`config.mk`:
```
export PLATFORM = sky130hd
export DESIGN_NAME = egk_bin_scheduler
export DESIGN_NICKNAME = d
export VERILOG_FILES = /design/src/rtl/egk_bin_scheduler.sv
export SDC_FILE = /design/constraint.sdc
export NUM_CORES = 1
export LEC_CHECK = 0
export ABC_CLOCK_PERIOD_IN_PS = 1850
export CAP_MARGIN = 20
export CORE_MARGIN = 2
export CORE_UTILIZATION = 42
export CTS_CLUSTER_DIAMETER = 200
export DETAILED_ROUTE_END_ITERATION = 10
export MAX_ROUTING_LAYER = met4
export PLACE_DENSITY_LB_ADDON = 0.05
export SLEW_MARGIN = 20
export SYNTH_ARGS = -nofsm -noshare
export SYNTH_HDL_FRONTEND = slang
export SYNTH_SLANG_ARGS = --single-unit
```
`constraint.sdc`:
```
create_clock -name clk -period 1.85 [get_ports clk]
set_clock_uncertainty 0.1 [all_clocks]
set_input_delay 0.37 -clock clk [delete_from_list [all_inputs] [get_ports clk]]
set_output_delay 0.37 -clock clk [all_outputs]
set_load 0.03 [all_outputs]
```
`src/rtl/egk_bin_scheduler.sv`:
```
// Round-robin front end that shares one EGK binarizer engine among NUM_REQ syntax-element
// requesters, sequences the engine, watchdogs it, and buffers one result for the bin packer.
module egk_bin_scheduler #(
    parameter int unsigned NUM_REQ     = 2,
    parameter int unsigned VALUE_WIDTH = 8,
    parameter int unsigned BIN_WIDTH   = 16,
    parameter int unsigned TIMEOUT     = 64,
    localparam int unsigned SrcW       = (NUM_REQ > 1) ? $clog2(NUM_REQ) : 1,
    localparam int unsigned WdW        = $clog2(TIMEOUT + 1)
) (
    input  logic                           clk,
    input  logic                           rst_n,
    input  logic [NUM_REQ-1:0]             req_valid_i,
    input  logic [NUM_REQ*VALUE_WIDTH-1:0] req_value_i,
    output logic [NUM_REQ-1:0]             req_ready_o,
    output logic                           eg_start_o,
    output logic [VALUE_WIDTH-1:0]         eg_value_o,
    input  logic [BIN_WIDTH-1:0]           eg_code_i,
    input  logic [BIN_WIDTH-1:0]           eg_len_i,
    input  logic                           eg_done_i,
    output logic                           out_valid_o,
    input  logic                           out_ready_i,
    output logic [BIN_WIDTH-1:0]           out_code_o,
    output logic [BIN_WIDTH-1:0]           out_len_o,
    output logic [SrcW-1:0]                out_src_o,
    output logic                           timeout_o,
    output logic                           busy_o
);

    typedef enum logic [1:0] {
        StIdle,
        StStart,
        StWait,
        StHold
    } state_e;

    state_e                   state_q;
    logic [SrcW-1:0]          rr_q;
    logic [SrcW-1:0]          src_q;
    logic [WdW-1:0]           wd_q;
    logic [VALUE_WIDTH-1:0]   value_q;
    logic                     start_q;
    logic                     out_valid_q;
    logic [BIN_WIDTH-1:0]     out_code_q;
    logic [BIN_WIDTH-1:0]     out_len_q;
    logic [SrcW-1:0]          out_src_q;
    logic                     timeout_q;

    logic                     any_grant;
    logic [SrcW-1:0]          grant_idx;
    logic [SrcW-1:0]          rr_next;
    logic [NUM_REQ-1:0]       grant;
    logic [VALUE_WIDTH-1:0]   sel_value;
    logic                     wd_expired;
    int                       idx;

    // First valid requester at or after the round-robin pointer; only while idle with an
    // empty output register, so a buffered result can never be overwritten.
    always_comb begin
        any_grant = 1'b0;
        grant_idx = '0;
        idx       = 0;
        if (state_q == StIdle && !out_valid_q) begin
            for (int i = 0; i < int'(NUM_REQ); i++) begin
                idx = int'(rr_q) + i;
                if (idx >= int'(NUM_REQ)) begin
                    idx = idx - int'(NUM_REQ);
                end
                if (!any_grant && req_valid_i[SrcW'(idx)]) begin
                    any_grant = 1'b1;
                    grant_idx = SrcW'(idx);
                end
            end
        end
    end

    always_comb begin
        grant     = '0;
        sel_value = '0;
        for (int r = 0; r < int'(NUM_REQ); r++) begin
            if (grant_idx == SrcW'(r)) begin
                grant[r]  = any_grant;
                sel_value = req_value_i[r*VALUE_WIDTH +: VALUE_WIDTH];
            end
        end
        rr_next = (grant_idx == SrcW'(NUM_REQ - 1)) ? '0 : grant_idx + 1'b1;
    end

    // Watchdog holds cycles elapsed since the start pulse.
    assign wd_expired = (wd_q >= WdW'(TIMEOUT - 1));

    always_ff @(posedge clk or negedge rst_n) begin
        if (!rst_n) begin
            state_q     <= StIdle;
            rr_q        <= '0;
            src_q       <= '0;
            wd_q        <= '0;
            value_q     <= '0;
            start_q     <= 1'b0;
            out_valid_q <= 1'b0;
            out_code_q  <= '0;
            out_len_q   <= '0;
            out_src_q   <= '0;
            timeout_q   <= 1'b0;
        end else begin
            start_q <= 1'b0;
            if (out_valid_q && out_ready_i) begin
                out_valid_q <= 1'b0;
            end
            case (state_q)
                StIdle: begin
                    if (any_grant) begin
                        value_q <= sel_value;
                        src_q   <= grant_idx;
                        rr_q    <= rr_next;
                        start_q <= 1'b1;
                        state_q <= StStart;
                    end
                end
                StStart: begin
                    wd_q    <= WdW'(1);
                    state_q <= StWait;
                end
                StWait: begin
                    wd_q <= wd_q + 1'b1;
                    if (eg_done_i) begin
                        out_code_q  <= eg_code_i;
                        out_len_q   <= eg_len_i;
                        out_src_q   <= src_q;
                        out_valid_q <= 1'b1;
                        state_q     <= StHold;
                    end else if (wd_expired) begin
                        timeout_q <= 1'b1;
                        state_q   <= StIdle;
                    end
                end
                StHold: begin
                    wd_q <= wd_q + 1'b1;
                    if (!eg_done_i) begin
                        state_q <= StIdle;
                    end else if (wd_expired) begin
                        // Engine stuck with done high: give up, result is already buffered.
                        timeout_q <= 1'b1;
                        state_q   <= StIdle;
                    end
                end
                default: state_q <= StIdle;
            endcase
        end
    end

    assign req_ready_o = grant;
    assign eg_start_o  = start_q;
    assign eg_value_o  = value_q;
    assign out_valid_o = out_valid_q;
    assign out_code_o  = out_code_q;
    assign out_len_o   = out_len_q;
    assign out_src_o   = out_src_q;
    assign timeout_o   = timeout_q;
    assign busy_o      = (state_q != StIdle) || out_valid_q;

endmodule

```
==> impl_results.md, run 1 <==
- CTS tree: done
- Final net count: around 340
- Met3 GRT Util: 0.0517
- Maximum clock path buffer count: 2
- Top cells by area, synth: dfrtp_1 (59%), mux2_4 (13%), mux2_1 (3.9%), mux2i_1 (3.5%), mux2_2 (2.9%)
- DR iter-0 viols: ~60
- Share of the synthesized area in the top cell type: 0.593
- DP Area: roughly 3500 um2
- Gr busiest metal: met2
- Largest net degree at the start of global routing: 44
- Clock root buffer master: clkbuf_8
- GR Overflow Total: 0
- Post-synth EDFFs: 0
- Ant. Diodes: 0
- Syn Area/Cell: roughly 14 um2
- Synth async-reset ratio: 1.00
- DIE WIDTH: 78.3 um
- DR vias/cell: 4.84
- Flop-to-flop setup slack: 160 ps
- Worst setup path end: req_ready_o[1]
- Total power: approximately 6.1 mW
- Post-layout minimum cycle time: between 1500 and 2000 ps
- Finished Layout Cells: between 300 and 400
- DP Wirelength: 3.55 mm
- Cells after synthesis: about 170
- Core Util, Final: 0.680
- Worst R2R Start: state_q[1]
- Routed Antenna Nets: 0
- Post-Layout Inst Area: approximately 3700 um2
- Critical Path AT: approximately 1400 ps
- M1 GR Usage: 0.210
- Setup WS post-layout: -59.3 ps
- H-tree depth: 2
- VDD IR-drop max: 0.000861 V
- FF-to-FF path depth: 5
- Placed Cells: around 340
- Flops & latches, synth: 55
- Share of cells above drive strength 1: 0.214
- Top-count cell post-synth: dfrtp_1
- Syn Std Cell Area: ~2300 um2
- Commonest cells in the netlist: dfrtp_1 (55), mux2_4 (20), a21oi_1 (12)
- Post-DR wirelength/cell: approximately 14 um
- IO buf count: 99
- Setup TNS Final: -115 ps
- GRT Util Overall: 0.168
- Core ar.: between 5000 and 6000 um2
- Critical Path RT: roughly 1400 ps
- Fin crit share: 1.03
- CTS Buf Count: 5
- Reg clk slew, reported paths: 100 ps
- Clk sink count: 55
- Fmax: about 520 MHz
- Pwr dens: 1660 nW/um2
- R2r endpoint: out_code_o[2]
- RSZ-0062 raised after global routing: yes
- First-pass GRT wire length: ~7.8 mm
- Layout area overhead: 58.4%
- Die area: between 6000 and 7000 um2
- Global Route met2 Usage: 0.264
- Register area share after synthesis: 0.593
- Synth Flop Type: dfrtp_1
- # IOs: just over 100
- Final Setup Violations: 2
- Max-slew violations: 0
- Max Cap Viol: 0
- Via Count: around 1700
- LEAKAGE: 1.88 nW
- Initial Util: 0.429
- FILL cells: between 400 and 500
- RD Place Congestion: roughly 0.74
- CP endpoint kind: output port
- Residual DRC count: 0
- Synth area leader: dfrtp_1
- Synth cell types: 33
- Worst-Margin Slew: ~350 ps
- Failing checks: setup timing
- Register Area: 1380 um2
- Footprint of the multi-input gates: approximately 890 um2
- Status: finished, violations left
- CP Launch Point: req_valid_i[0]
- Slew headroom: 0.769
- Initial antenna violation count: 0
- Startpoint Class: input port
- Yosys warning count: 0
- Vias in the first global route: between 1500 and 2000
- Largest fanout on the critical path: 4
- Worst-Skew Late Latency: between 300 and 400 ps
- Syn nets: 221
- Hold Crit Class: in2async
- Routed WL: roughly 4.9 mm
- Drt pass-1 iters: 4
- Hold Vio Cnt, Final: 0
- Row Count: 27
- Die extent in y: around 78 um
- Setup CP Type: in2out
-- cell usage in the layout (no fill, tap or decap), drive strengths merged, types with 3 or more instances in the layout --
cell type and instances:
dlymetal6s2s 30, inv 3, dfrtp 55, clkbuf 5
o21ai 5, clkdlybuf4s50 60, a21oi 12, mux2i 8
mux2 34, nor2 9, dlygate4sd2 5, nand2 6
nand3 3, buf 20
-- worst max-delay path: stages --
cell and delay [ps]:
clkdlybuf4s50_1 460, nor4b_4 270, and2_2 190, buf_4 150
-- cell type report --
class | count | area share
flip-flops and latches | 55 | 0.375
repair buffers | 116 | 0.332
multi-input cells | 99 | 0.242
well taps | 72 | 0.0245
clock buffers | 5 | 0.0187
clock inverters | 3 | 0.00545
inverters | 3 | 0.00306
-- worst min-delay path by stage --
stage                    to  cells after the start
3_5_place_dp   out_len_o[8]                      1
6_report       out_len_o[8]                      2
3_3_place_gp   out_len_o[8]                      1
4_1_cts        out_len_o[8]                      2
5_1_grt        out_len_o[8]                      2
2_1_floorplan    eg_start_o                      0
-- sequential cells by signal, indices dropped and copies added, names as in the netlist --
signal,cells
src_q,1
rr_q,1
out_src_o,1
out_len_o,16
eg_start_o,1
wd_q,7
state_q,2
timeout_o,1
eg_value_o,8
out_code_o,16
out_valid_o,1
-- power breakdown --
| group | switching, mW | internal [mW] |
|---|---|---|
| Combinational | 1.71 | 1.61 |
| Clock | 0.391 | 0.264 |
| Sequential | 0.355 | 1.76 |
-- kinds of logic (layout without fill, tap and decap cells) --
family | count (synthesis) | in the layout | synth area share
and+or+nand+nor | 28 | 28 | 0.0620
DFF | 55 | 55 | 0.593
buffers and inverters | 12 | 127 | 0.0313
xor gates and xnor gates | 4 | 4 | 0.0151
adders and majority gates | 1 | 1 | 0.00539
muxes | 42 | 42 | 0.232
AOI/OAI and AO/OA | 24 | 24 | 0.0610
-- through the flow --
step	hold slack, ps	worst slack (ps)
final	370	-59.3
after global routing	382	-120
after CTS	362	-69.1
after detailed placement	177	-182
after global placement	183	-161
after floorplan	-25.6	39.0
-- per-layer routing --
metal  vias to the layer above  routed length [um]
li1                        808                   -
met1                       832                2190
met2                        63                2360
met3                         4                 343
met4                         0                  36
met5                         -                   0
-- what timing repair did --
action	CTS	global route
pin swaps	1	0
hold buffers	1	0
resized for setup	7	30
hold endpoints to repair	12	0
buffers inserted	2	3
endpoints found under the setup margin	8	33
(Power assumes the default switching activity.)
==> run 2: changes to the inputs <==
CORE_MARGIN = default   (was 2)
==> run 2 against run 1 <==
Effect of this change:
- the flow still finishes with violations (setup timing)
- routed wire length increased by 5.9%
- maximum frequency down 1.8%
- hold slack better by 7.9 ps
- final area is 0.54% higher
- global-route usage is 2.7 points higher
- critical path depth did not move
- die area shrank 5.0%
- combinational power barely moved
- total power up 0.73%
- register-to-register slack worse by 80 ps
- clock power grew 3.1%
==> impl_results.md, run 2 (synthesis results as in run 1) <==
- Final Setup Violations: 2 (unchanged)
- RSZ-0062 raised after global routing: yes (unchanged)
- Total power: 6.14 mW (was 6.09 mW)
- Layout area overhead: 59.3% (was 58.4%)
- Maximum clock path buffer count: 2 (unchanged)
- Routed Antenna Nets: 0 (unchanged)
- LEAKAGE: 1.92 nW (was 1.88 nW)
- Clk sink count: 55 (unchanged)
- Combinational fraction of design power: 0.544 (was 0.545)
- CTS tree: done (unchanged)
- H-tree depth: 2 (unchanged)
- Residual DRC count: 0 (unchanged)
- Post-layout minimum cycle time: 1940 ps (was 1910 ps)
- Setup WS post-layout: -93.8 ps (was -59.3 ps)
- CTS Buf Count: 5 (unchanged)
- Smallest hold slack: 378 ps (was 370 ps)
- Crit-path leading delay family: flip-flops (was buffers and inverters)
- Hold Vio Cnt, Final: 0 (unchanged)
- Commonest cells after routing, fill and taps aside: clkdlybuf4s50_1 (56), dfrtp_1 (53), dlymetal6s2s_1 (32) (was clkdlybuf4s50_1 (60), dfrtp_1 (54), dlymetal6s2s_1 (30))
- Buf/Inv on CP: 2 (unchanged)
- Worst-Margin Slew: 440 ps (was 346 ps)
- # IOs: 101 (unchanged)
- Fin crit share: 1.05 (was 1.03)
- Commonest non-fill, non-tap cell in the layout: clkdlybuf4s50_1 (unchanged)
- Internal power: 3.64 mW (about the same)
- Slew headroom: 0.706 (was 0.769)
- Routed WL: 5.23 mm (was 4.93 mm)
- Clk network pwr share: 0.110 (was 0.108)
- Startpoint Class: flip-flop (was input port)
- Largest fanout on the critical path: 4 (unchanged)
- Initial antenna violation count: 0 (unchanged)
- Share of cells above drive strength 1: 0.231 (was 0.214)
- CP endpoint kind: output port (unchanged)
- DR vias/cell: 4.78 (was 4.84)
- R2r endpoint: out_code_o[6] (was out_code_o[2])
- Worst R2R Start: state_q[0] (was state_q[1])
- Finished Layout Cells: 356 (was 353)
- Via Count: 1701 (was 1707)
- DP Area: 3480 um2 (was 3460 um2)
- Fmax: 514 MHz (was 524 MHz)
- Die extent in y: 76.3 um (was 78.3 um)
- Hold path cells: 1
- Reg clk slew, reported paths: 90 ps (was 100 ps)
- Ant. Diodes: 0 (unchanged)
- First-pass GRT wire length: 8.66 mm (was 7.80 mm)
- VDD IR-drop max: 0.000829 V (was 0.000861 V)
- Die area: 5820 um2 (was 6130 um2)
- DR iter-0 viols: 40 (was 59)
- IO buf count: 99 (unchanged)
- RD Place Congestion: 0.722 (was 0.739)
- Crit path cell chain: nor4b_4 > buf_4 > nor2b_4 > buf_6 (was clkdlybuf4s50_1 > nor4b_4 > and2_2 > buf_4)
- DIE WIDTH: 76.3 um (was 78.3 um)
- Drt pass-1 iters: 4 (unchanged)
- Critical Path RT: 1380 ps (about the same)
- Status: finished, violations left (unchanged)
- Flop-to-flop setup slack: 80 ps (was 160 ps)
- Vias in the first global route: 1789 (was 1657)
- GR Overflow Total: 0 (unchanged)
- FF-to-FF path depth: 5 (unchanged)
- Failing checks: setup timing (unchanged)
- Final net count: 340 (was 335)
- DP Wirelength: 3.76 mm (was 3.55 mm)
- Post-Layout Inst Area: 3690 um2 (was 3670 um2)
- Initial Util: 0.446 (was 0.429)
- Hold path startpoint: timeout_o
- Worst-Skew Late Latency: 300 ps (was 310 ps)
- CP max stage delay: 440 ps (was 460 ps)
- FILL cells: 388 (was 428)
- Pwr dens: 1660 nW/um2 (about the same)
- GRT Util Overall: 0.194 (was 0.168)
- CP max stage cell: dfrtp_2 (was clkdlybuf4s50_1)
- Sw Share: 0.408 (was 0.403)
- Max-slew violations: 0 (unchanged)
- Largest net degree at the start of global routing: 25 (was 44)
- Max Cap Viol: 0 (unchanged)
- Hold Crit Class: reg2reg (was in2async)
- Setup CP Type: reg2out (was in2out)
- NetSw: 2.50 mW (was 2.46 mW)
- Row Count: 26 (was 27)
- Post-DR wirelength/cell: 14.7 um (was 14.0 um)
- Clock root buffer master: clkbuf_8 (unchanged)
- Placed Cells: 342 (was 339)
- Core ar.: 5200 um2 (was 5410 um2)
- WHS Endpoint: timeout_o
- Seq pwr share: 0.346 (was 0.348)
- Critical Path AT: 1470 ps (was 1440 ps)
-- run 2: changes by cell type in the layout (fill, tap and decap cells not counted), sizes merged --
| cell | change |
|---|---|
| clkinvlp | -1 |
| buf | +5 |
| dlygate4sd2 | +2 |
| clkdlybuf4s50 | -4 |
| dlymetal6s2s | +2 |
| inv | +1 |
-- run 2: per-stage QoR --
step	setup TNS (ps)	utilization	worst slack, ps
CTS	-263	0.694	-125
detailed placement	-4130	0.668	-161
global placement	-3740	0.668	-131
global route	-340	0.710	-174
finish	-178	0.710	-93.8
floorplan	0	-	39.0
-- run 2: power by group through the flow --
| stage | clock, mW | sequential [mW] | combinational [mW] |
|---|---|---|---|
| floorplan | 0 | 3.04 | 1.10 |
| CTS | 0.719 | 2.14 | 3.41 |
| detailed placement | 0 | 2.16 | 3.41 |
| finish | 0.675 | 2.12 | 3.34 |
| global placement | 0 | 2.14 | 3.36 |
| global route | 0.757 | 2.21 | 3.53 |
-- run 2: worst reg2reg max path, delay by kind of cell (launching register included) --
kind / cells / cell delay (ps)
buf+inv: 3 / 480
flops: 1 / 440
simple gates: 1 / 320
mux: 1 / 320
-- run 2: what timing repair did --
action,CTS,global route
gates cloned,0,0
resized for setup,14,35
pin swaps,1,0
hold buffers,1,0
endpoints found under the setup margin,10,35
buffers inserted,4,1
endpoints found under the hold margin,17,0
-- run 2: how the worst max path moves through the flow --
stage          slack (ps)  cells after the start             end            from
2_1_floorplan          40                      3  req_ready_o[0]     out_valid_o
3_3_place_gp         -130                      5           src_q  req_valid_i[0]
3_5_place_dp         -160                      5           src_q  req_valid_i[0]
4_1_cts              -120                      4  req_ready_o[0]      state_q[0]
5_1_grt              -170                      4  req_ready_o[0]      state_q[0]
6_report              -90                      4  req_ready_o[0]      state_q[0]
-- run 2: area by class of cell --
type / count / area, um2 / share of cell area
inverter: 3 / 11.3 / 0.00305
clock inverter: 3 / 23.8 / 0.00643
multi-input combinational: 99 / 890 / 0.241
timing repair buffer: 121 / 1230 / 0.334
sequential: 55 / 1380 / 0.373
tap: 70 / 87.6 / 0.0237
clock buffer: 5 / 68.8 / 0.0186
-- run 2: routing by layer --
layer	vias up	part of all wire	wire, um	track usage
met2	65	0.47	2450	0.309
li1	820	-	-	-
met3	7	0.050	261	0.0503
met5	-	0	0	-
met4	0	0.013	68	0.0481
met1	809	0.47	2450	0.249
==> run 3: changes to the inputs <==
ABC_CLOCK_PERIOD_IN_PS = 2000   (was 1850)
clock period = 2 ns   (was 1.85 ns; I/O delays follow)
==> run 3 against run 2 <==
Effect of this change:
- largest cell class unchanged
- highest routed layer unchanged
- total power down 5.6%
- setup slack gained 68 ps
- clock power shrank 2%
- register-to-register slack about the same
- routed wire length is 4.8% lower
- the flow still finishes with violations (setup timing)
- final area shrank 2.0%
- hold slack lost 5.3 ps
==> impl_results.md, run 3 (synthesis results as in run 1) <==
- Startpoint Class: flip-flop (unchanged)
- GRT Util Overall: 0.196 (was 0.194)
- WHS Endpoint: timeout_o (unchanged)
- Fmax: between 400 and 500 MHz
- Residual DRC count: 0 (unchanged)
- Clk network pwr share: 0.114 (was 0.110)
- Critical Path AT: 1530 ps (was 1470 ps)
- Vias in the first global route: 1722 (was 1789)
- Final net count: 336 (was 340)
- Failing checks: setup timing (unchanged)
- DR iter-0 viols: 83 (was 40)
- Core ar.: 5200 um2 (unchanged)
- VDD IR-drop max: 0.000828 V (was 0.000829 V)
- Hold path cells: 1 (unchanged)
- Hold path startpoint: timeout_o (unchanged)
- Flop-to-flop setup slack: 90 ps (was 80 ps)
- DIE WIDTH: 76.3 um (unchanged)
- Commonest non-fill, non-tap cell in the layout: clkdlybuf4s50_1 (unchanged)
- Post-layout minimum cycle time: roughly 2000 ps
- DR vias/cell: 4.81 (was 4.78)
- LEAKAGE: 1.61 nW (was 1.92 nW)
- Worst R2R Start: state_q[1] (was state_q[0])
- RSZ-0062 raised after global routing: yes (unchanged)
- Worst path most repeated cell: buf_6
- Via Count: 1694 (was 1701)
- FF-to-FF path depth: 7 (was 5)
- NetSw: 2.26 mW (was 2.50 mW)
- Routed WL: 4.97 mm (was 5.23 mm)
- Row Count: 26 (unchanged)
- Largest net degree at the start of global routing: 56 (was 25)
- Pwr dens: 1600 nW/um2 (was 1660 nW/um2)
- Hold Crit Class: reg2reg (unchanged)
- Post-DR wirelength/cell: 14.1 um (was 14.7 um)
- Drt pass-1 iters: 4 (unchanged)
- Clk sink count: 55 (unchanged)
- Hold Vio Cnt, Final: 0 (unchanged)
- Max-slew violations: 0 (unchanged)
- Clock root buffer master: clkbuf_8 (unchanged)
- Pre-CTS WS: -36.0 ps (was -161 ps)
- Seq pwr share: 0.339 (was 0.346)
- Smallest hold slack: 373 ps (was 378 ps)
- CP endpoint kind: output port (unchanged)
- CP max stage delay: 410 ps (was 440 ps)
- Largest fanout on the critical path: 3 (was 4)
- Worst-Margin Slew: 367 ps (was 440 ps)
- Setup WS post-layout: -25.9 ps (was -93.8 ps)
- Combinational fraction of design power: 0.547 (was 0.544)
- Die extent in y: 76.3 um (unchanged)
- Setup CP Type: reg2out (unchanged)
- Fin crit share: 1.01
- Share of cells above drive strength 1: 0.206 (was 0.231)
- Internal power: 3.53 mW (was 3.64 mW)
- Layout area overhead: 56.1% (was 59.3%)
- # IOs: 101 (unchanged)
- IO buf count: 99 (unchanged)
- First-pass GRT wire length: 8.60 mm (was 8.66 mm)
- Routed Antenna Nets: 0 (unchanged)
- DP Wirelength: 3.51 mm (was 3.76 mm)
- Crit-path leading delay family: simple AND/OR/NAND/NOR gates (was flip-flops)
- CP max stage cell: dfrtp_1 (was dfrtp_2)
- Crit path cell chain: buf_6 > nor4b_4 > nor2b_2 > buf_6 (was nor4b_4 > buf_4 > nor2b_4 > buf_6)
- Status: finished, violations left (unchanged)
- Ant. Diodes: 0 (unchanged)
- H-tree depth: 2 (unchanged)
- Reg clk slew, reported paths: 100 ps (was 90 ps)
- Worst-Skew Late Latency: 310 ps (was 300 ps)
- Die area: 5820 um2 (unchanged)
- Critical Path RT: 1500 ps (was 1380 ps)
- RD Place Congestion: 0.780 (was 0.722)
- Sw Share: 0.390 (was 0.408)
- Max Cap Viol: 0 (unchanged)
- Maximum clock path buffer count: 2 (unchanged)
- Final Setup Violations: 1 (was 2)
- Buf/Inv on CP: 2 (unchanged)
- GR Overflow Total: 0 (unchanged)
- Initial Util: 0.446 (unchanged)
- CTS tree: done (unchanged)
- Commonest cells after routing, fill and taps aside: clkdlybuf4s50_1 (95), dfrtp_1 (55), mux2_4 (20) (was clkdlybuf4s50_1 (56), dfrtp_1 (53), dlymetal6s2s_1 (32))
- R2r endpoint: src_q (was out_code_o[6])
- CP Launch Point: state_q[1] (was state_q[0])
- Slew headroom: 0.755 (was 0.706)
- CTS Buf Count: 5 (unchanged)
- Initial antenna violation count: 0 (unchanged)
==> run 3: cell types whose count changed in the layout (fill, tap and decap cells not counted), moves of 2 or more <==
| cell | previous run | this run |
|---|---|---|
| buf_4 | 20 | 12 |
| dlymetal6s2s_1 | 32 | 0 |
| dfrtp_1 | 53 | 55 |
| dlygate4sd2_1 | 7 | 1 |
| clkdlybuf4s50_1 | 56 | 95 |
| dfrtp_2 | 2 | 0 |
| buf_6 | 2 | 5 |
| clkbuf_8 | 5 | 7 |
==> run 3: how the worst max path moves through the flow <==
| stage | end | cells past startpoint | slack, ps |
|---|---|---|---|
| 6_report | req_ready_o[0] | 4 | -30 |
| 5_1_grt | req_ready_o[0] | 4 | -110 |
| 4_1_cts | req_ready_o[0] | 4 | -20 |
| 3_5_place_dp | out_code_o[6] | 5 | -40 |
| 3_3_place_gp | out_code_o[2] | 5 | -20 |
| 2_1_floorplan | req_ready_o[0] | 3 | 80 |
==> run 3: per-layer routing <==
metal,track usage,share of wire,vias to the layer above
met2,0.297,0.47,67
met5,-,0,-
met4,0.0577,0.011,0
met3,0.0587,0.069,5
li1,-,-,810
met1,0.254,0.45,812
==> run 3: metrics by stage <==
| stage | util | setup TNS (ps) | power, mW | std cells | instance area [um2] |
|---|---|---|---|---|---|
| floorplan | - | 0 | 3.83 | 166 | 2320 |
| global placement | 0.661 | -181 | 5.05 | 336 | 3440 |
| detailed placement | 0.661 | -531 | 5.11 | 336 | 3440 |
| CTS | 0.689 | -22.3 | 5.81 | 348 | 3590 |
| global route | 0.696 | -193 | 6.14 | 352 | 3620 |
| finish | 0.696 | -25.9 | 5.79 | 352 | 3620 |
==> run 3: what timing repair did <==
item / CTS / global route
endpoints found under the hold margin: 55 / 0
setup buffers: 3 / 4
endpoints found under the setup margin: 3 / 2
gates resized for setup: 6 / 1
hold buffers: 1 / 0
pin swaps: 1 / 1
==> run 3: final cells by class <==
| type | instances | area [um2] |
|---|---|---|
| Fill cell | 412 | 1580 |
| Sequential cell | 55 | 1380 |
| Multi-Input combinational cell | 99 | 885 |
| Timing Repair Buffer | 117 | 1160 |
| Clock buffer | 8 | 100 |
| Inverter | 3 | 11.3 |
| Tap cell | 70 | 87.6 |
==> run 3: power by group through the flow <==
stage	Combinational [mW]	Clock (mW)	Sequential, mW
3_3_place_gp	3.09	0	1.96
6_report	3.17	0.660	1.96
2_1_floorplan	1.01	0	2.81
4_1_cts	3.17	0.681	1.96
3_5_place_dp	3.13	0	1.98
5_1_grt	3.37	0.726	2.04
==> RTL change 1: new RTL, flow settings as in run 1 <==
`NUM_REQ`: 2 -> 4.
--- a/src/rtl/egk_bin_scheduler.sv
+++ b/src/rtl/egk_bin_scheduler.sv
@@ -1,7 +1,7 @@
 // Round-robin front end that shares one EGK binarizer engine among NUM_REQ syntax-element
 // requesters, sequences the engine, watchdogs it, and buffers one result for the bin packer.
 module egk_bin_scheduler #(
-    parameter int unsigned NUM_REQ     = 2,
+    parameter int unsigned NUM_REQ     = 4,
     parameter int unsigned VALUE_WIDTH = 8,
     parameter int unsigned BIN_WIDTH   = 16,
     parameter int unsigned TIMEOUT     = 64,
Ports: changed (resized out_src_o, req_ready_o, req_valid_i and req_value_i); port bits go from 101 to 122. The function was not compared with the original's and may differ.
==> RTL change 1 against run 1 <==
Critical path depth rose by 5. Highest routed layer unchanged. Synthesized area increased by 17%. Total power rose by 21%. The flow still finishes with violations (setup timing). Clock power up 82%. Critical endpoint is now req_ready_o[2]. Register-to-register slack worse by 890 ps. Sequential cell count is 3 higher. Worst setup slack got worse by 790 ps. Largest power group unchanged. Wire length is 46% higher. Cell area grew 29%. Global-route usage is 4.1 points higher.
==> RTL change 1: results (changes against run 1) <==
[outcome]
status = complete, but fails checks
violations = setup timing

[layout]
drive_gt1_share_pct = 31.6  ; +10 points
seq_share_pct = 30.5  ; -7.0 points
multi_input_area_share_pct = 27.2  ; +3.1 points
bufAreaShareNonClock_pct = 34.8  ; +1.6 points
fillers = 445  ; +4.0%
fin_area_mm2 = 0.00475  ; +29%
n_all_inverters = 13  ; +10
n_clock_buffer = 12  ; +7
signal_buffers = 162  ; +40%
comb.multi_input.count = 146  ; +47%
nets = 467  ; +39%
clockNetworkAreaShare_pct = 4.32  ; +1.9 points

[critical_path]
crit_family = simple AND/OR/NAND/NOR gates
cp.arrival_ps = 2230  ; +790 ps
slowest_stage = or3_4
slowest_delay_ps = 400  ; -60 ps
critPathMaxFanout = 5  ; +1

[sta]
worst_pin_slew_ps = 407  ; +60.3 ps
finalSetupViolCount = 14  ; +12
fin_ws_ps = -853  ; -793 ps

[clocking]
cts.htree.levels = 3  ; +1
cts.sinks = 58  ; +5.5%
clkLatencyLatePin_ps = 330  ; +20 ps
path_clk_slew_ps = 60  ; -40 ps
numCtsBuffers = 9  ; +4
cts_setup_buffers = 6  ; +4
postCtsResizedCells = 40  ; +33

[logic_synthesis]
synth_common_cells = dfrtp_1 (58), mux2_2 (35), nor2_1 (15), inv_1 (12), nand2_1 (12)
synth_nets = 307  ; +39%
yosysWarnings = 0  ; unchanged
synth_area_leaders = dfrtp_1 (54%), mux2_2 (15%), a221oi_1 (2.6%)
ys_seq_area_share_pct = 53.5  ; -5.8 points
ys_types = 38  ; +15%
async_flop_share_pct = 100  ; unchanged

[drt]
firstDrtPassIters = 5  ; +1
wirelength_mm = 7.22  ; +46%
avgViaCountPerCell = 5.08  ; +5.1%
drtIter0Drc = 71  ; +20%

[power_and_ir_drop]
pg_clk_mw = 1.19  ; +82%
switching_share_pct = 38.9  ; -1.4 points
p_leak_nw = 2.32  ; +23%
vdd_drop_max_uv = 991  ; +15%
p_comb_share_pct = 54.8  ; +0.3 points
total_power_mw = 7.40  ; +21%

[global_routing]
grt_pass1_wl_mm = 11.5  ; +47%
grt_max_degree = 53  ; +20%
grt_usage_pct = 20.9  ; +4.1 points
first_global_vias = 2422  ; +46%

[placement]
placed_cell_area_mm2 = 0.00421  ; +21%
portBuffers = 121  ; +22%
hpwl_mm = 5.06  ; +42%
place_congestion = 0.895  ; +21%

[min_path]
hold_class = in -> async

[RTL change 1: cell types whose count changed after synthesis, moves of 6 or more]
| cell | before | now |
|---|---|---|
| a221oi_1 | 0 | 8 |
| mux2_4 | 20 | 0 |
| inv_1 | 3 | 12 |
| nand2_1 | 6 | 12 |
| a31oi_1 | 0 | 7 |
| mux2_1 | 8 | 0 |
| nor2_1 | 9 | 15 |
| a211o_1 | 0 | 7 |
| mux2_2 | 6 | 35 |
[RTL change 1: cell families after synthesis]
group	share of synthesized area [%]
adder cells (fa/ha/maj)	2.68
buffers and inverters	4.24
XOR/XNOR	0.969
flip-flops	53.5
multiplexers	15.6
AND/OR/NAND/NOR	9.96
AO/OA/AOI/OAI	13.0
[RTL change 1: through the flow]
step / setup TNS, ps / util (%) / setup slack (ps) / std cells
after floorplan: -8410 / - / -761 / 230
after global placement: -12040 / 66.6 / -936 / 445
after detailed placement: -12850 / 66.6 / -1040 / 445
after CTS: -9410 / 72.6 / -899 / 468
after global routing: -10200 / 75.3 / -930 / 472
final: -8950 / 75.3 / -853 / 472
[RTL change 1: metal layers]
metal	part of all wire, %	vias to the layer above	routed length, µm	track usage, %
met3	5.1	11	365	4.42
met2	50	78	3640	33.6
met5	0	-	0	-
met1	43	1166	3120	26.2
met4	1.4	0	101	7.36
li1	-	1144	-	-
[RTL change 1: worst paths after layout]
path	from	end	slack, ps	cells past startpoint
setup reg to reg	state_q[0]	eg_value_o[6]	-730	13
hold / removal	rst_n	eg_value_o[2]	310	2
hold reg to reg	wd_q[4]	wd_q[4]	370	1
setup / recovery	state_q[0]	req_ready_o[2]	-850	9
max in group asynchronous	rst_n	out_len_o[14]	820	3
min in group clk	wd_q[4]	wd_q[4]	370	1
==> RTL change 2: new RTL, flow settings as in run 1 <==
Made on the original files. Register the output `timeout_o` once more, with the module's reset; this adds one clock of latency there. The other outputs are not delayed to match.
--- a/src/rtl/egk_bin_scheduler.sv
+++ b/src/rtl/egk_bin_scheduler.sv
@@ -156,7 +156,13 @@
     assign out_code_o  = out_code_q;
     assign out_len_o   = out_len_q;
     assign out_src_o   = out_src_q;
-    assign timeout_o   = timeout_q;
+    always_ff @(posedge clk or negedge rst_n) begin
+        if (!rst_n) begin
+            timeout_o <= '0;
+        end else begin
+            timeout_o <= timeout_q;
+        end
+    end
     assign busy_o      = (state_q != StIdle) || out_valid_q;
 
 endmodule
Function: no difference found for any inputs over 10 cycles, from zero or initial values and one cycle with rst_n low; that may be too few to reach the edited logic, so the function may still have changed.
==> RTL change 2 against run 1 <==
Wire length down 1.1%. Non-clock buffer count is 3 lower. Via count up 0.41%. Register-to-register slack better by 100 ps. Critical path type is now reg -> out. Total power is 0.58% lower. Worst setup slack improved by 7.9 ps. Critical endpoint is now req_ready_o[0]. The run still ends with setup timing left. Cell area is 2.6% lower. Hold slack worse by 89 ps. Sequential cell count up 1. Synthesized area is 0.22% lower.
==> RTL change 2: results (changes against run 1) <==
[logic_synthesis]
synth_common_cells = dfrtp_1 (56), mux2_2 (32), a21oi_1 (12), nor2_1 (9)
synth_compound_area_share_pct = 6.05  ; -0.041 points
synth_edf_count = 0  ; unchanged
synth_xor_area_share_pct = 1.89  ; +0.38 points
synth_nets = 225  ; +1.8%
syn_area_per_cell_um2 = 13.6  ; -2.6%
ys_types = 30  ; -9.1%
synth_area_leaders = dfrtp_1 (61%), mux2_2 (16%), mux2i_1 (3.5%)
ys_seq_area_share_pct = 60.5  ; +1.2 points
synth_mux_area_share_pct = 20.0  ; -3.2 points
synth_fa_ha_area_share_pct = 0.541  ; +0.0012 points

[placement]
placed_cell_area_mm2 = 0.00344  ; -0.79%
place_congestion = 0.733  ; -0.89%
place_inst = 345  ; +1.8%
portBuffers = 99  ; unchanged
hpwl_mm = 3.58  ; +0.65%

[clocking]
clockBufferDepth = 2  ; unchanged

[min_path]
min_from = timeout_q
min_to = timeout_o
hold_depth = 0
hold_class = reg -> reg

[power_and_ir_drop]
p_leak_nw = 1.61  ; -15%
vdd_drop_max_uv = 824  ; -4.3%
internal_power_mw = 3.66  ; +0.62%

[layout]
drive_gt1_share_pct = 22.0  ; +0.63 points
antennaDiodeCount = 0  ; unchanged
nets = 337  ; +0.60%

[outcome]
violations = setup timing
status = complete, but fails checks

[critical_path]
slowest_stage = dfrtp_1
slowest_delay_ps = 410  ; -50 ps
reg2reg_depth = 4  ; -1
worstReg2RegStart = state_q[1]
reg2reg_to = src_q
worstSetupStartpoint = state_q[1]
r2r_slack_ps = 260  ; +100 ps

[global_routing]
gr-usage-met2_pct = 28.1  ; +1.7 points
grt_usage_pct = 16.8  ; about the same
met1_usage_pct = 19.5  ; -1.4 points
gr-usage-met3_pct = 5.29  ; +0.11 points
grt_max_degree = 57  ; +30%
grt_pass1_wl_mm = 7.87  ; +0.81%

[drt]
drtIter0Drc = 52  ; -12%
dr_total_vias = 1714  ; +0.41%
avgViaCountPerCell = 4.84  ; +0.13%
wl_per_cell_um = 13.8  ; -1.4%

[sta]
finalSetupViolCount = 2  ; unchanged
worst_pin_slew_ps = 435  ; +89.1 ps
fin_ws_ps = -51.3  ; +7.95 ps

## RTL change 2: worst max-delay path by stage
stage	slack [ps]	to	cells past startpoint
5_1_grt	-130	req_ready_o[0]	3
6_report	-50	req_ready_o[0]	3
4_1_cts	-60	req_ready_o[0]	3
2_1_floorplan	30	req_ready_o[0]	3
3_3_place_gp	-90	req_ready_o[0]	4
3_5_place_dp	-90	req_ready_o[0]	4
## RTL change 2: critical path, delay by kind of cell (launching register included)
kind	cells	cell delay, ps
buffers and inverters	1	140
DFF	1	410
and+or+nand+nor	2	580
## RTL change 2: power by group through the flow
| stage | combinational [mW] | sequential, mW | clock (mW) |
|---|---|---|---|
| 3_3_place_gp | 3.24 | 2.15 | 0 |
| 4_1_cts | 3.28 | 2.15 | 0.720 |
| 2_1_floorplan | 0.991 | 3.07 | 0 |
| 5_1_grt | 3.41 | 2.22 | 0.766 |
| 6_report | 3.23 | 2.14 | 0.689 |
| 3_5_place_dp | 3.27 | 2.17 | 0 |
## RTL change 2: metal layers
layer | vias up | wire length, µm
met4 | 0 | 41
met2 | 63 | 2460
met1 | 830 | 2030
li1 | 817 | -
met3 | 4 | 344
met5 | - | 0
## RTL change 2: through the flow
step | total power [mW] | util, % | setup TNS [ps] | hold WS, ps | setup WS [ps]
final | 6.06 | 66.3 | -86.4 | 282 | -51.3
after global routing | 6.39 | 66.3 | -246 | 316 | -134
after CTS | 6.15 | 65.8 | -96.4 | 283 | -62.8
after detailed placement | 5.44 | 63.6 | -153 | 262 | -90.1
after global placement | 5.39 | 63.6 | -154 | 265 | -87.8
after floorplan | 4.06 | - | 0 | -25.6 | 31.8
## RTL change 2: area by class of cell
type / count / area (µm²)
sequential: 56 / 1400
clock buffer: 7 / 96.3
multi-input combinational: 103 / 843
timing repair buffer: 113 / 1140
fill: 438 / 1820
inverter: 3 / 11.3
tap: 72 / 90.1
## RTL change 2: cells by family (layout without fill, tap and decap cells)
kind of cell	count (synthesis)	in the layout
muxes	42	42
xor gates and xnor gates	5	5
DFF	56	56
and+or+nand+nor	31	31
adders and majority gates	1	1
AOI/OAI and AO/OA	24	24
buffers and inverters	11	123
## RTL change 2: what timing repair did
| item | in CTS | in global routing |
|---|---|---|
| setup endpoints to repair | 3 | 12 |
| hold buffers | 1 | 0 |
| resized for setup | 4 | 10 |
| setup buffers | 1 | 0 |
| pin swaps | 0 | 0 |
| hold endpoints to repair | 56 | 0 |
